**src/rtl/bmu_pkg.sv**
```systemverilog
// Shared types and constants for the BMU issue path.
// Decode encodings, issue-queue depth and queue entry layout.
package bmu_pkg;

  localparam int QUEUE_DEPTH = 4;
  localparam int PTR_W       = 2;
  localparam int CNT_W       = 3;

  localparam logic [6:0] OP_REG  = 7'b0110011;
  localparam logic [6:0] OP_IMM  = 7'b0010011;
  localparam logic [6:0] F7_BASE = 7'b0000000;
  localparam logic [6:0] F7_ALT  = 7'b0100000;

  localparam logic [2:0] F3_AND = 3'b111;
  localparam logic [2:0] F3_XOR = 3'b100;
  localparam logic [2:0] F3_SLL = 3'b001;
  localparam logic [2:0] F3_SRA = 3'b101;

  typedef struct packed {
    logic zbb;
    logic land;
    logic lxor;
    logic sll;
    logic sra;
  } ap_struct;

  typedef struct packed {
    ap_struct    ap;
    logic [31:0] a;
    logic [31:0] b;
    logic        csr_ren;
    logic [31:0] csr_rdata;
  } entry_t;

endpackage

```
**src/rtl/bmu_inst_decoder.sv**
```systemverilog
// Combinational RV32 decoder for the BMU subset.
// Reports op flags, immediate select/value and legality.
module bmu_inst_decoder
  import bmu_pkg::*;
(
  input  logic [31:0] instWord,
  output ap_struct    ap,
  output logic        bSel,
  output logic [31:0] imm,
  output logic        legal
);

  logic [6:0] w_op;
  logic [6:0] w_f7;
  logic [2:0] w_f3;
  logic       w_is_reg;
  logic       w_is_imm;

  assign w_op     = instWord[6:0];
  assign w_f3     = instWord[14:12];
  assign w_f7     = instWord[31:25];
  assign w_is_reg = (w_op == OP_REG);
  assign w_is_imm = (w_op == OP_IMM);

  always_comb begin
    ap    = '0;
    bSel  = 1'b0;
    imm   = '0;
    legal = 1'b0;
    unique case (1'b1)
      w_is_reg: begin
        legal = 1'b1;
        case ({w_f7, w_f3})
          {F7_BASE, F3_AND}: ap.land = 1'b1;
          {F7_BASE, F3_XOR}: ap.lxor = 1'b1;
          {F7_BASE, F3_SLL}: ap.sll  = 1'b1;
          {F7_ALT,  F3_SRA}: ap.sra  = 1'b1;
          {F7_ALT,  F3_AND}: begin
            ap.zbb  = 1'b1;
            ap.land = 1'b1;
          end
          {F7_ALT,  F3_XOR}: begin
            ap.zbb  = 1'b1;
            ap.lxor = 1'b1;
          end
          default: legal = 1'b0;
        endcase
      end
      w_is_imm: begin
        bSel  = 1'b1;
        legal = 1'b1;
        imm   = {{20{instWord[31]}}, instWord[31:20]};
        // Shifts take the zero-extended shamt, not the I-imm
        case (w_f3)
          F3_AND: ap.land = 1'b1;
          F3_XOR: ap.lxor = 1'b1;
          F3_SLL: begin
            ap.sll = 1'b1;
            imm    = {27'b0, instWord[24:20]};
            legal  = (w_f7 == F7_BASE);
          end
          F3_SRA: begin
            ap.sra = 1'b1;
            imm    = {27'b0, instWord[24:20]};
            legal  = (w_f7 == F7_ALT);
          end
          default: legal = 1'b0;
        endcase
      end
      default: legal = 1'b0;
    endcase
  end

endmodule

```
**src/rtl/bmu_issue_stage.sv**
```systemverilog
// BMU issue stage: decode, 4-deep in-order queue,
// registered one-per-cycle issue to the BMU.
module bmu_issue_stage
  import bmu_pkg::*;
(
  input  logic        clk,
  input  logic        rstL,
  input  logic        scanMode,
  input  logic        flush,
  input  logic        instValid,
  output logic        instReady,
  input  logic [31:0] instWord,
  input  logic [31:0] rs1Data,
  input  logic [31:0] rs2Data,
  input  logic        csrRen,
  input  logic [31:0] csrRdata,
  output logic        validIn,
  output logic [4:0]  ap,
  output logic        csrRenIn,
  output logic [31:0] csrRdataIn,
  output logic [31:0] aIn,
  output logic [31:0] bIn,
  output logic        illegal,
  output logic [2:0]  occupancy
);

  ap_struct    w_ap;
  logic        w_bsel;
  logic [31:0] w_imm;
  logic        w_legal;
  logic        w_acc;
  logic        w_enq;
  logic        w_deq;
  entry_t      w_ent;
  entry_t      w_head;

  entry_t           r_q [QUEUE_DEPTH];
  logic [PTR_W-1:0] r_wp;
  logic [PTR_W-1:0] r_rp;
  logic [CNT_W-1:0] r_cnt;
  logic             r_valid;
  ap_struct         r_ap;
  logic [31:0]      r_a;
  logic [31:0]      r_b;
  logic             r_cren;
  logic [31:0]      r_crd;
  logic             r_ill;

  bmu_inst_decoder u_dec (
    .instWord (instWord),
    .ap       (w_ap),
    .bSel     (w_bsel),
    .imm      (w_imm),
    .legal    (w_legal)
  );

  assign instReady = (r_cnt != CNT_W'(QUEUE_DEPTH));
  assign w_acc     = instValid && instReady && !flush;
  assign w_enq     = w_acc && w_legal;
  assign w_deq     = (r_cnt != '0) && !scanMode && !flush;

  assign w_ent.ap        = w_ap;
  assign w_ent.a         = rs1Data;
  assign w_ent.b         = w_bsel ? w_imm : rs2Data;
  assign w_ent.csr_ren   = csrRen;
  assign w_ent.csr_rdata = csrRdata;
  assign w_head          = r_q[r_rp];

  // Payload storage needs no reset; validity lives in r_cnt
  always_ff @(posedge clk) begin
    if (w_enq) r_q[r_wp] <= w_ent;
  end

  always_ff @(posedge clk or negedge rstL) begin
    if (!rstL) begin
      r_wp    <= '0;
      r_rp    <= '0;
      r_cnt   <= '0;
      r_valid <= 1'b0;
      r_ap    <= '0;
      r_a     <= '0;
      r_b     <= '0;
      r_cren  <= 1'b0;
      r_crd   <= '0;
      r_ill   <= 1'b0;
    end else begin
      r_ill   <= w_acc && !w_legal;
      r_valid <= w_deq;
      r_cren  <= w_deq && w_head.csr_ren;
      if (flush) begin
        r_wp  <= '0;
        r_rp  <= '0;
        r_cnt <= '0;
      end else begin
        if (w_enq) r_wp <= r_wp + 1'b1;
        if (w_deq) r_rp <= r_rp + 1'b1;
        if (w_enq && !w_deq) r_cnt <= r_cnt + 1'b1;
        if (!w_enq && w_deq) r_cnt <= r_cnt - 1'b1;
      end
      if (w_deq) begin
        r_ap  <= w_head.ap;
        r_a   <= w_head.a;
        r_b   <= w_head.b;
        r_crd <= w_head.csr_rdata;
      end
    end
  end

  assign validIn    = r_valid;
  assign ap         = r_ap;
  assign aIn        = r_a;
  assign bIn        = r_b;
  assign csrRenIn   = r_cren;
  assign csrRdataIn = r_crd;
  assign illegal    = r_ill;
  assign occupancy  = r_cnt;

endmodule

```
**config.mk**
```make
export PLATFORM = sky130hd
export DESIGN_NAME = bmu_issue_stage
export DESIGN_NICKNAME = d
export VERILOG_FILES = /design/src/rtl/bmu_pkg.sv /design/src/rtl/bmu_inst_decoder.sv /design/src/rtl/bmu_issue_stage.sv
export SDC_FILE = /design/constraint.sdc
export NUM_CORES = 1
export LEC_CHECK = 0
export ABC_AREA = 1
export CAP_MARGIN = 10
export CORE_ASPECT_RATIO = 1.5
export CORE_MARGIN = 5
export CORE_UTILIZATION = 52
export CTS_BUF_LIST = sky130_fd_sc_hd__clkbuf_8
export DETAILED_ROUTE_END_ITERATION = 8
export PLACE_DENSITY = 0.82
export SYNTH_ARGS = -nofsm -noshare
export SYNTH_HDL_FRONTEND = slang
export SYNTH_HIERARCHICAL = 1
export SYNTH_SLANG_ARGS = --single-unit
```
**constraint.sdc**
```tcl
create_clock -name clk -period 5.33 [get_ports clk]
set_input_delay 1.066 -clock clk [delete_from_list [all_inputs] [get_ports clk]]
set_output_delay 1.066 -clock clk [all_outputs]
set_load 0.01 [all_outputs]
```
== Word level (Yosys, flattened, before mapping) ==
Memories as Yosys holds them, arrays and structs flattened.
Index checks and enable logic that the tools add are counted.

* Bits in registers: 111
* Bits in writable memories: 408
* Bits of input ports: 134
* Output and inout port bits: 108
* Logic and storage cells: 85
* Memories: 1

* Add/subtract/negate cells: 4
* Equality and inequality tests: 14
* Muxes and demuxes: 27
* Reductions and logical operators: 25

{| class="wikitable"
|+ Memories
! memory !! words !! bits a word !! read ports !! clocked after memory_dff !! wr ports !! RTL line !! RTL
|-
| r_q || 4 || 102 || 1 || 0 || 1 || bmu_issue_stage.sv:37 || <nowiki>entry_t r_q [QUEUE_DEPTH];</nowiki>
|}

{| class="wikitable"
|+ Operators with widths
! kind !! number
|-
| two-way mux 32 bit || 3
|-
| == test 10 x 9 -> 1 bit, second input constant || 3
|-
| == test 10 x 3 -> 1 bit, second input constant || 2
|-
| == test 7 x 6 -> 1 bit, second input constant || 2
|-
| two-way mux 1 bit || 14
|-
| == test 10 x 1 -> 1 bit, second input constant || 1
|-
| OR reduction 2 bit || 5
|-
| == test 3 bit, second input constant || 3
|-
| logical AND 1 bit || 9
|-
| two-way mux 3 bit || 3
|-
| two-way mux 2 bit || 4
|-
| case mux 4 bit (2 select lines) || 1
|-
| == test 7 x 5 -> 1 bit, second input constant || 1
|-
| logical NOT 7 bit || 1
|-
| nonzero test 3 bit || 2
|-
| OR reduction 6 bit || 1
|-
| logical NOT 1 bit || 5
|-
| adder 2 x 1 -> 2 bit, second input constant || 2
|-
| nonzero test 2 bit || 2
|-
| adder 3 x 1 -> 3 bit, second input constant || 1
|-
| == test 3 x 1 -> 1 bit, second input constant || 1
|-
| inequality test 3 bit, second input constant || 1
|-
| case mux 1 bit (3 select lines) || 1
|-
| subtractor 3 x 1 -> 3 bit, second input constant || 1
|-
| case mux 1 bit (2 select lines) || 1
|}

== Logic depth before layout (Yosys ltp) ==
Gate-level depths: netlist of run 1.

* Depth after elaboration: 9
* Gate-level depth with buffers: 18
* Gate-level depth less buffers: 18

== Hierarchy ==
The synthesis of run 1 kept the hierarchy.

{| class="wikitable"
|+ By module, submodules not included
! module !! instances !! cells an instance !! area each (um2) !! seq. area each (um2)
|-
| bmu_issue_stage || 1 || 1522 || 19821.5 || 15029.4
|-
| bmu_inst_decoder || 1 || 98 || 496.7 || 0.0
|}

== Worst setup path before layout of run 1 ==
Ideal clock, no wire load.

* Kind: in2reg
* From: input port instWord[27]
* To: memory r_q[0][0] (netlist name), enable pin
* Library setup time: 0.564 ns
* Data arrival time: 6.124 ns
* Required time: 4.766 ns
* Path slack: -1.358 ns
* Stages on the path: 9
* Buffers on the path: 0
* Path through: nor2_1 nand2_1 nor2_1 o21ai_1 nor2_1 nor2_1 nand2_1 nand3_2 nor2_1

* Cells in the longest elaborated chain, start to end: 7
* Elaborated cells on any way between the ends: 15
* Those cells by class: eq/ne: 7; mux: 5; reduce/logical: 3

{| class="wikitable"
|+ RTL lines
! element !! RTL line !! RTL
|-
| start, declared || bmu_issue_stage.sv:12 || <nowiki>input logic [31:0] instWord,</nowiki>
|-
| == test 10 x 3 -> 1 bit, or another cell as far along || bmu_inst_decoder.sv:33 || <nowiki>case ({w_f7, w_f3})</nowiki>
|-
| OR reduction 6 bit (no line) || -- ||
|-
| two-way mux 1 bit || bmu_inst_decoder.sv:33 ||
|-
| case mux 1 bit (2 select lines) (*) || bmu_inst_decoder.sv:30 || <nowiki>unique case (1'b1)</nowiki>
|-
| net w_legal || bmu_issue_stage.sv:30 || <nowiki>logic w_legal;</nowiki>
|-
| logical AND 1 bit (*) || bmu_issue_stage.sv:59 || <nowiki>assign w_enq = w_acc && w_legal;</nowiki>
|-
| two-way mux 1 bit (*) || bmu_issue_stage.sv:71 || <nowiki>if (w_enq) r_q[r_wp] <= w_ent;</nowiki>
|-
| two-way mux 1 bit (implied by the code) (*) || bmu_issue_stage.sv:71 ||
|-
| end, declared || bmu_issue_stage.sv:37 ||
|}

Mark *: on every way through the listed nets, which the timed path passes. The rest lies on a longest branch.

== Final worst setup path of run 1 ==
* From: input port instWord[1]
* To: memory r_q[3][79] (netlist name), enable pin

* Cells in the longest elaborated chain, start to end: 5
* Elaborated cells on any way between the ends: 6
* Those cells by class: eq/ne: 2; mux: 3; reduce/logical: 1

{| class="wikitable"
|+ RTL lines
! element !! RTL line
|-
| == test 7 x 5 -> 1 bit or == test 7 x 6 -> 1 bit (tied branches) || bmu_inst_decoder.sv:23, bmu_inst_decoder.sv:22
|-
| case mux 1 bit (2 select lines) (*) || bmu_inst_decoder.sv:30
|-
| net w_legal || bmu_issue_stage.sv:30
|-
| logical AND 1 bit (*) || bmu_issue_stage.sv:59
|-
| two-way mux 1 bit (*) || bmu_issue_stage.sv:71
|-
| two-way mux 1 bit (implied by the code) (*) || bmu_issue_stage.sv:71
|}

Marks and branches as above.

==> summary.md, run 1 <==
| Metric | Value |
|---|---|
| Status | `completed` |
| Cell Area, Synth | `between 20000 and 25000 um^2` |
| GR Overflow Total | `0` |
| Post-synth net total | `approximately 1800` |
| CTS Buffer Depth | `3` |
| Slew Limit Fails | `0` |
| DR vias/cell | `between 5 and 6` |
| Power per Cell Area | `approximately 310 nW/um^2` |
| Detailed Routing Iterations Pass 1 | `5` |
| Starting DRT DRC Count | `between 1000 and 1500` |
| Fraction of layout cells with a size suffix above 1 | `7.61%` |
| Seq cells post-synth | `519` |
| Synth Area in Simple Gates | `about 11%` |
| Worst-margin pin slew | `between 1 and 1.5 ns` |
| Fin cells | `~2400` |
| Largest net degree at the start of global routing | `approximately 140` |
| Largest delay share family, worst path | `simple AND/OR/NAND/NOR gates` |
| Starting Density | `around 53%` |
| Sequential element share of the synthesized area | `74.0%` |
| Count of cell types in the netlist | `29` |
| Post-CTS setup buffer count | `0` |
| Final HPWL from detailed placement | `27300 um` |
| CTS tree | `yes` |
| Layout Nets | `1974` |
| Initial antenna violation count | `4` |
| Arrival time worst endpoint | `roughly 4 ns` |
| Area share of the largest cell type after synthesis | `60.3%` |
| Buf/Inv on CP | `4` |
| Largest family of logic cells by synthesized area | `simple AND/OR/NAND/NOR gates` |
| Mux cell area share after synthesis | `under 10%` |
| Mapped Avg Cell Area | `between 10 and 15 um^2` |
| CP peak stage delay | `between 0.7 and 0.8 ns` |
| Boundary pin count | `242` |
| Slowest-stage cell, CP | `nor2_4` |
| Die Wd | `about 170 um` |
| Max-cap viol count | `0` |
| Rel. slew slack | `between 20 and 30%` |
| Synthesized netlist cell count | `between 1500 and 2000` |
| Routed WL | `roughly 47000 um` |
| P&R area growth vs syn | `19.7%` |
| Cell taking the most area after synthesis | `edfxtp_1` |
| Maximum vdd drop | `~0.17 mV` |
| Area contributors post-synth | `edfxtp_1 (60%), dfrtp_1 (14%), nand2_1 (6.3%)` |
| Worst Setup Path Type | `in -> reg` |
| Post-cts resize count | `0` |
| DRC | `0` |
| Vias in the first global route | `14100` |
| Input/output buffers | `231` |
| Hold Vio Cnt, Final | `0` |
| Clk sinks | `519` |
| Worst Setup End Kind | `flip-flop` |
| Die ar. | `between 40000 and 50000 um^2` |
| Placed Cells | `approximately 2300` |
| P_leak | `9.30 nW` |
| Most frequent cells in the layout | `edfxtp_1 (408), nand2_1 (342), nor2_1 (232)` |
| Worst skew pair latency | `~0.63 ns` |
| H-tree Lvls | `3` |
| RePlAce Congestion | `around 0.80` |
| Compound-cell area share of the yosys netlist | `between 8 and 9%` |
| Hold Path Class | `reg -> reg` |
| CTS Root Cell | `clkbuf_8` |
| Final antenna-violating net count | `0` |
| Worst Setup Start Kind | `input pin` |
| Fin crit share | `between 60% and 70%` |
| RSZ-0062 raised after global routing | `false` |
| Post-synthesis adder-cell area fraction | `less than 1%` |
| Die Ht | `about 250 um` |
| FMAX | `around 280 MHz` |
| XOR/XNOR Fraction of Synth Area | `less than 1%` |
| CTS Buf Count | `70` |
| Setup violations, final | `0` |
| Synth Warn # | `6` |
| Vias | `13500` |
| Clock slew at reported path FFs | `around 0.070 ns` |
| Total track usage | `between 20% and 30%` |
| DR WL/cell | `about 20 um` |
| Worst Clk Skew | `approximately 0.03 ns` |
| CORE AREA | `38500 um^2` |
| Final min period | `approximately 3.6 ns` |
| Crit-path cells | `clkdlybuf4s50_1, nand2_1, inv_1, nand2_1, nor2_4, buf_4, nand2_1, nand2_1, nor2_1, nand2_1, nand3_2, nor2_4, buf_12` |
| Most common cell after layout, fill and taps aside | `edfxtp_1` |
| Row count | `between 80 and 90` |
| First-pass GRT wire length | `roughly 74000 um` |
| # hold bufs at CTS | `0` |
| Required @ worst endpoint | `5.62 ns` |
| Worst Path Max Fanout | `24` |
| Cell mode on critical path | `nand2_1` |
| Worst Hold Slack | `about 0.48 ns` |
## cell families after synthesis
| logic type | Yosys count |
|---|---|
| AOI/OAI and AO/OA | 317 |
| xor gates and xnor gates | 1 |
| and+or+nand+nor | 600 |
| adders and majority gates | 5 |
| muxes | 32 |
| buffers and inverters | 146 |
| DFF | 519 |
## path summary, 6_finish.rpt
path	start	endpoint	slack, ns	cells past startpoint
max	instWord[1]	r_q[3][79]	1.72	13
min	aIn[29]	aIn[29]	0.48	2
max reg2reg	r_rp[1]	ap[2]	2.53	6
min reg2reg	aIn[29]	aIn[29]	0.48	2
max in group asynchronous	rstL	r_rp[1]	3.77	2
min in group asynchronous	rstL	bIn[24]	0.49	1
## metrics by stage
stage                     power [W]  instance area [um^2]  worst slack (ns)  setup TNS [ns]  utilization [%]
after global routing        0.00788                 24300              1.56               0             63.1
after global placement      0.00470                 22900              1.18               0             59.4
after CTS                   0.00769                 24300              1.77               0             63.1
after detailed placement    0.00470                 22900              1.11               0             59.4
after floorplan             0.00453                 20300             -1.36         -553.97                -
final                       0.00763                 24300              1.72               0             63.1
## power breakdown
part / switching, W / total [W] / internal [W]
Sequential: 0.00000974 / 0.00439 / 0.00438
Combinational: 0.000104 / 0.000228 / 0.000123
Clock: 0.00143 / 0.00301 / 0.00157
## metal layers
metal | global-route usage, % | vias up | share of wire [%]
met3 | 4.15 | 109 | 6.9
li1 | - | 6115 | -
met1 | 26.2 | 6659 | 37
met2 | 38.5 | 568 | 52
met4 | 8.83 | 0 | 3.2
met5 | 0 | - | 0
## synth_stat cells
cell and count:
clkbuf_1 43, nor3_1 4, nand3_1 10, buf_1 1
fa_1 1, nor3_4 1, inv_6 1, a21oi_1 4
edfxtp_1 408, dfrtp_1 111, nand3_2 1, nor2_2 2
inv_2 4, mux2_1 29, buf_4 27, nor2_4 2
buf_2 26, inv_1 27, ha_1 4, xnor2_1 1
nor2_1 236, o21ai_0 182, nand2_1 342, buf_12 1
mux2_2 3, nand2_2 2, o21ai_1 30, o22ai_1 101
buf_6 16
## sequential cells by signal, indices dropped and copies added, names as in the netlist
register and count:
r_q 408, aIn 32, bIn 32, csrRdataIn 32
ap 5, occupancy 3, r_rp 2, r_wp 2
csrRenIn 1, illegal 1, validIn 1
## layout make-up
type / instances / area, um^2
clock buffers: 80 / 1100
clock inverters: 50 / 314
diodes: 4 / 10.0
fillers: 2786 / 14200
multi-input cells: 955 / 4500
well taps: 495 / 619
repair buffers: 257 / 2620
flip-flops and latches: 519 / 15000
inverters: 32 / 129
## worst register-to-register path: stages, from the launching register on
cell and delay (ns):
dfrtp_4 0.76, clkinv_2 0.79, buf_4 0.62, o21ai_0 0.22
o22ai_1 0.14, nand2_1 0.11, nand2_1 0.07
(Power assumes the default switching activity.)
==> inputs of run 2 (changes only) <==
- CORE_UTILIZATION: 52 -> 58
- PLACE_DENSITY: 0.82 -> 0.86
- clock period: 5.33 -> 3.6 ns (I/O delays scaled with it)
==> summary.md, run 2 (same netlist as run 1, synthesis figures left out) <==
| Metric | Value |
|---|---|
| P_leak | `9.36 nW (was 9.30 nW)` |
| Worst Setup Path Type | `in -> reg (unchanged)` |
| Worst Setup End Kind | `flip-flop (unchanged)` |
| CTS Buffer Depth | `3 (unchanged)` |
| Cell mode on critical path | `nand2_1 (unchanged)` |
| Worst Setup Start Kind | `input pin (unchanged)` |
| Fin cells | `2380 (was 2392)` |
| Final Instance Area | `24500 um^2 (was 24300 um^2)` |
| Required @ worst endpoint | `4.12 ns (was 5.62 ns)` |
| DRC | `0 (unchanged)` |
| Final HPWL from detailed placement | `28200 um (was 27300 um)` |
| CTS tree | `yes (unchanged)` |
| Boundary pin count | `242 (unchanged)` |
| Post-CTS setup buffer count | `0 (unchanged)` |
| Input/output buffers | `231 (unchanged)` |
| Starting Density | `58.2% (was 52.7%)` |
| Worst skew pair latency | `0.64 ns (was 0.63 ns)` |
| Setup violations, final | `0 (unchanged)` |
| Crit-path cells | `clkdlybuf4s50_1, inv_1, nor3_1, o21ai_1, nor2_1, nor2_1, nand2_1, nand3_2, nand2_1, inv_1, fa_1, xnor2_1, inv_1, nand2_1, nand2_1, nand2_1, nand2_1 (was clkdlybuf4s50_1, nand2_1, inv_1, nand2_1, nor2_4, buf_4, nand2_1, nand2_1, nor2_1, nand2_1, nand3_2, nor2_4, buf_12)` |
| Vias in the first global route | `14000 (was 14100)` |
| DR vias/cell | `5.71 (was 5.62)` |
| Worst Hold Slack | `0.164 ns (was 0.479 ns)` |
| Dpl cell area | `23000 um^2 (was 22900 um^2)` |
| Arrival time worst endpoint | `3.13 ns (was 3.90 ns)` |
| Die Ht | `239 um (was 252 um)` |
| Rel. slew slack | `38.4% (was 27.0%)` |
| WP depth | `17 (was 13)` |
| Placed Cells | `2241 (was 2258)` |
| CORE AREA | `34900 um^2 (was 38500 um^2)` |
| Total track usage | `24.5% (was 21.8%)` |
| FMAX | `around 380 MHz` |
| Slowest-stage cell, CP | `clkdlybuf4s50_1 (was nor2_4)` |
| Most common cell after layout, fill and taps aside | `edfxtp_1 (unchanged)` |
| RePlAce Congestion | `0.882 (was 0.797)` |
| H-tree Lvls | `3 (unchanged)` |
| Starting DRT DRC Count | `1324 (was 1240)` |
| Largest net degree at the start of global routing | `206 (was 141)` |
| Hold Vio Cnt, Final | `0 (unchanged)` |
| # hold bufs at CTS | `0 (unchanged)` |
| Status | `completed (unchanged)` |
| Fin crit share | `72.6%` |
| Worst Path Max Fanout | `3 (was 24)` |
| Power per Cell Area | `468 nW/um^2 (was 313 nW/um^2)` |
| Buf/Inv on CP | `4 (unchanged)` |
| Clock slew at reported path FFs | `0.07 ns (about the same)` |
| GR Overflow Total | `0 (unchanged)` |
| Layout Nets | `1980 (was 1974)` |
| Reg area | `15000 um^2 (unchanged)` |
| Most frequent cells in the layout | `edfxtp_1 (408), nand2_1 (342), nor2_1 (232) (unchanged)` |
| First-pass GRT wire length | `73700 um (about the same)` |
| Hold Path Class | `in -> async (was reg -> reg)` |
| Detailed Routing Iterations Pass 1 | `5 (unchanged)` |
| Fraction of layout cells with a size suffix above 1 | `8.43% (was 7.61%)` |
| Post-cts resize count | `0 (unchanged)` |
| CTS Buf Count | `71 (was 70)` |
| Final min period | `around 2.6 ns` |
| Multi-input logic area | `4500 um^2 (unchanged)` |
| CP peak stage delay | `0.51 ns (was 0.71 ns)` |
| Reg2Reg Depth | `6 (unchanged)` |
| Initial antenna violation count | `8 (was 4)` |
| Largest register FFs | `408 (unchanged)` |
| Row count | `84 (was 88)` |
| Worst-margin pin slew | `0.925 ns (was 1.09 ns)` |
| Die Wd | `163 um (was 171 um)` |
| Fillers | `2251 (was 2786)` |
| RSZ-0062 raised after global routing | `false (unchanged)` |
| Worst Clk Skew | `0.0311 ns (was 0.0304 ns)` |
| Clk sinks | `519 (unchanged)` |
| Routed WL | `48100 um (was 47300 um)` |
| Final core utilization | `70.3% (was 63.1%)` |
| P&R area growth vs syn | `20.7% (was 19.7%)` |
| Slew Limit Fails | `0 (unchanged)` |
| Die ar. | `39000 um^2 (was 43200 um^2)` |
| DR WL/cell | `20.2 um (was 19.8 um)` |
| Final antenna-violating net count | `0 (unchanged)` |
| CTS Root Cell | `clkbuf_8 (unchanged)` |
| Largest delay share family, worst path | `simple AND/OR/NAND/NOR gates (unchanged)` |
| Top reg by flops | `r_q (unchanged)` |
| Maximum vdd drop | `0.300 mV (was 0.169 mV)` |
| Vias | `13600 (was 13500)` |
| Max-cap viol count | `0 (unchanged)` |
[run 2: metrics by stage]
step / TNS [ns] / total power (W) / worst slack (ns)
after global placement: 0 / 0.00695 / 0.499
after detailed placement: 0 / 0.00697 / 0.389
final: 0 / 0.0115 / 0.986
after floorplan: -429.83 / 0.00670 / -1.05
after global routing: 0 / 0.0119 / 0.767
after CTS: 0 / 0.0115 / 1.01
[run 2: worst paths after layout]
path,from,end,slack (ns)
setup / recovery,instWord[14],occupancy[2],0.99
hold / removal,rstL,bIn[13],0.16
setup reg to reg,r_rp[0],ap[1],1.55
hold reg to reg,csrRdataIn[13],csrRdataIn[13],0.48
max in group asynchronous,rstL,r_rp[1],2.55
min in group clk,csrRdataIn[13],csrRdataIn[13],0.48
[run 2: layout make-up]
class / count / area share [%]
Timing Repair Buffer: 262 / 11.2
Clock inverter: 47 / 1.43
Tap cell: 473 / 2.41
Inverter: 32 / 0.525
Sequential cell: 519 / 61.3
Clock buffer: 84 / 4.71
Antenna cell: 8 / 0.0816
Multi-Input combinational cell: 955 / 18.3
[run 2: layer usage]
| metal | part of all wire [%] | track usage, % |
|---|---|---|
| met4 | 3.7 | 11.0 |
| met5 | 0 | 0 |
| met3 | 7.6 | 4.56 |
| met1 | 36 | 28.7 |
| met2 | 53 | 43.9 |
[run 2: report_power, final]
part	switching (W)	internal [W]	leakage, nW	total, W
clock	0.00212	0.00250	0.835	0.00462
combinational	0.000158	0.000184	3.29	0.000341
sequential	0.0000163	0.00649	5.24	0.00650
total	0.00229	0.00918	9.36	0.0115
==> inputs of run 3 (changes only) <==
- clock period: 3.6 -> 2.71 ns (I/O delays scaled with it)
==> summary.md, run 3 (same netlist as run 1, synthesis figures left out) <==
| Metric | Value |
|---|---|
| Fraction of power consumed by the clock network | `38.4% (was 40.3%)` |
| P_leak | `9.53 nW (was 9.36 nW)` |
| Net Sw Power | `0.00314 W (was 0.00229 W)` |
| Vias | `13900 (was 13600)` |
| Combinational power share | `3.3% (was 3.0%)` |
| RePlAce Congestion | `0.875 (was 0.882)` |
| Placed Cells | `2274 (was 2241)` |
| Worst Setup Start Kind | `flip-flop (was input pin)` |
| Largest register FFs | `408 (unchanged)` |
| Max-cap viol count | `0 (unchanged)` |
| Part of the power in registers | `58.3% (was 56.7%)` |
| Die Ht | `239 um (unchanged)` |
| Rel. slew slack | `33.1% (was 38.4%)` |
| Final worst slack | `0.262 ns (was 0.986 ns)` |
| RSZ-0062 raised after global routing | `false (unchanged)` |
| CTS Buf Count | `72 (was 71)` |
| Worst skew pair latency | `0.65 ns (was 0.64 ns)` |
| P_int | `0.0117 W (was 0.00918 W)` |
| Clock slew at reported path FFs | `0.07 ns (about the same)` |
| Initial antenna violation count | `14 (was 8)` |
| Most common cell after layout, fill and taps aside | `edfxtp_1 (unchanged)` |
| Required @ worst endpoint | `2.17 ns (was 4.12 ns)` |
| Final min period | `between 2 and 2.5 ns` |
| Final antenna-violating net count | `0 (unchanged)` |
| Status | `completed (unchanged)` |
| Layout Nets | `2015 (was 1980)` |
| Most frequent cells in the layout | `edfxtp_1 (408), nand2_1 (339), clkdlybuf4s50_1 (230) (was edfxtp_1 (408), nand2_1 (342), nor2_1 (232))` |
| Total track usage | `25.2% (was 24.5%)` |
| Worst Path Max Fanout | `4 (was 3)` |
| Routed WL | `50300 um (was 48100 um)` |
| Arrival time worst endpoint | `1.91 ns (was 3.13 ns)` |
| FMAX | `409 MHz` |
| Final core utilization | `71.3% (was 70.3%)` |
| H-tree Lvls | `3 (unchanged)` |
| Worst Clk Skew | `0.0230 ns (was 0.0311 ns)` |
| Detailed Routing Iterations Pass 1 | `5 (unchanged)` |
| Worst Setup End Kind | `output pin (was flip-flop)` |
| Fin crit share | `about nine tenths` |
| P&R area growth vs syn | `22.5% (was 20.7%)` |
| Worst Setup Path Type | `reg -> out (was in -> reg)` |
| Setup violations, final | `0 (unchanged)` |
| DR WL/cell | `20.8 um (was 20.2 um)` |
| CTS Buffer Depth | `3 (unchanged)` |
| Boundary pin count | `242 (unchanged)` |
| Power per Cell Area | `596 nW/um^2 (was 468 nW/um^2)` |
| CTS Root Cell | `clkbuf_8 (unchanged)` |
| Final HPWL from detailed placement | `30400 um (was 28200 um)` |
| Die ar. | `39000 um^2 (unchanged)` |
| First-pass GRT wire length | `75500 um (was 73700 um)` |
| DR vias/cell | `5.73 (was 5.71)` |
| Input/output buffers | `231 (unchanged)` |
| Dpl ws | `-0.272 ns (was 0.389 ns)` |
| Starting DRT DRC Count | `1396 (was 1324)` |
| Starting Density | `58.2% (unchanged)` |
| Worst-margin pin slew | `1.00 ns (was 0.925 ns)` |
| Reg2Reg Depth | `6 (unchanged)` |
| Die Wd | `163 um (unchanged)` |
| CTS tree | `yes (unchanged)` |
| DRC | `0 (unchanged)` |
| Sw frac | `21.2% (was 20.0%)` |
| Hold Path Class | `in -> async (unchanged)` |
| Maximum vdd drop | `0.336 mV (was 0.300 mV)` |
| Final Power | `0.0148 W (was 0.0115 W)` |
| Post-cts resize count | `0 (unchanged)` |
| Vias in the first global route | `14100 (was 14000)` |
| Hold Vio Cnt, Final | `0 (unchanged)` |
| Clk sinks | `519 (unchanged)` |
| Fraction of layout cells with a size suffix above 1 | `10.0% (was 8.43%)` |
| GR Overflow Total | `0 (unchanged)` |
| Fin cells | `2421 (was 2380)` |
| Row count | `84 (unchanged)` |
| Slew Limit Fails | `0 (unchanged)` |
| Top reg by flops | `r_q (unchanged)` |
| Largest net degree at the start of global routing | `206 (unchanged)` |
| CORE AREA | `34900 um^2 (unchanged)` |
==> run 3: final timing paths <==
path                               from   endpoint  slack, ns
max                        occupancy[1]  instReady       0.26
min                                rstL     aIn[2]       0.48
max reg2reg                     r_rp[1]     aIn[1]       0.49
min reg2reg                     aIn[25]    aIn[25]       0.48
max in group asynchronous          rstL     bIn[5]       1.58
min in group clk                aIn[25]    aIn[25]       0.48
==> run 3: stage by stage <==
stage	setup TNS [ns]	hold slack, ns	instance area, um^2
2_1_floorplan	-237.27	0.246	20400
3_3_place_gp	-25.59	0.462	23500
3_5_place_dp	-58.01	0.464	23500
4_1_cts	0	0.482	24800
5_1_grt	0	0.502	24900
6_report	0	0.477	24900
==> run 3: timing repair <==
| item | CTS | global route |
|---|---|---|
| hold buffers | 1 | 0 |
| setup buffers | 0 | 0 |
| hold endpoints to repair | 58 | 0 |
==> run 3: power groups by stage <==
stage / Sequential, W / Combinational (W) / Clock [W]
6_report: 0.00864 / 0.000483 / 0.00570
3_5_place_dp: 0.00881 / 0.000476 / 0
4_1_cts: 0.00864 / 0.000483 / 0.00575
5_1_grt: 0.00864 / 0.000515 / 0.00612
2_1_floorplan: 0.00882 / 0.0000885 / 0
3_3_place_gp: 0.00881 / 0.000457 / 0
==> run 3: final cells by class <==
cell class                 instances  area, um^2
antenna                           14        35.0
clock buffer                      79        1090
clock inverter                    53         270
fill                            2236       10000
inverter                          32         129
multi-input combinational        955        4550
sequential                       519       15000
tap                              473         592
timing repair buffer             296        3180
==> run 3: worst max-delay path, stage by stage (launching register included) <==
cell	delay, ns
dfrtp_1	0.43
nor2_1	0.17
nand2_1	0.14
clkdlybuf4s50_1	0.53
==> run 3: routing by layer <==
metal  wire (um)  GRT usage, %  vias to the layer above
li1            -             -                     6220
met5           0             0                        -
met4        2240          13.2                        0
met2       26300          43.8                      799
met1       18000          30.0                     6731
met3        3740          4.82                      130
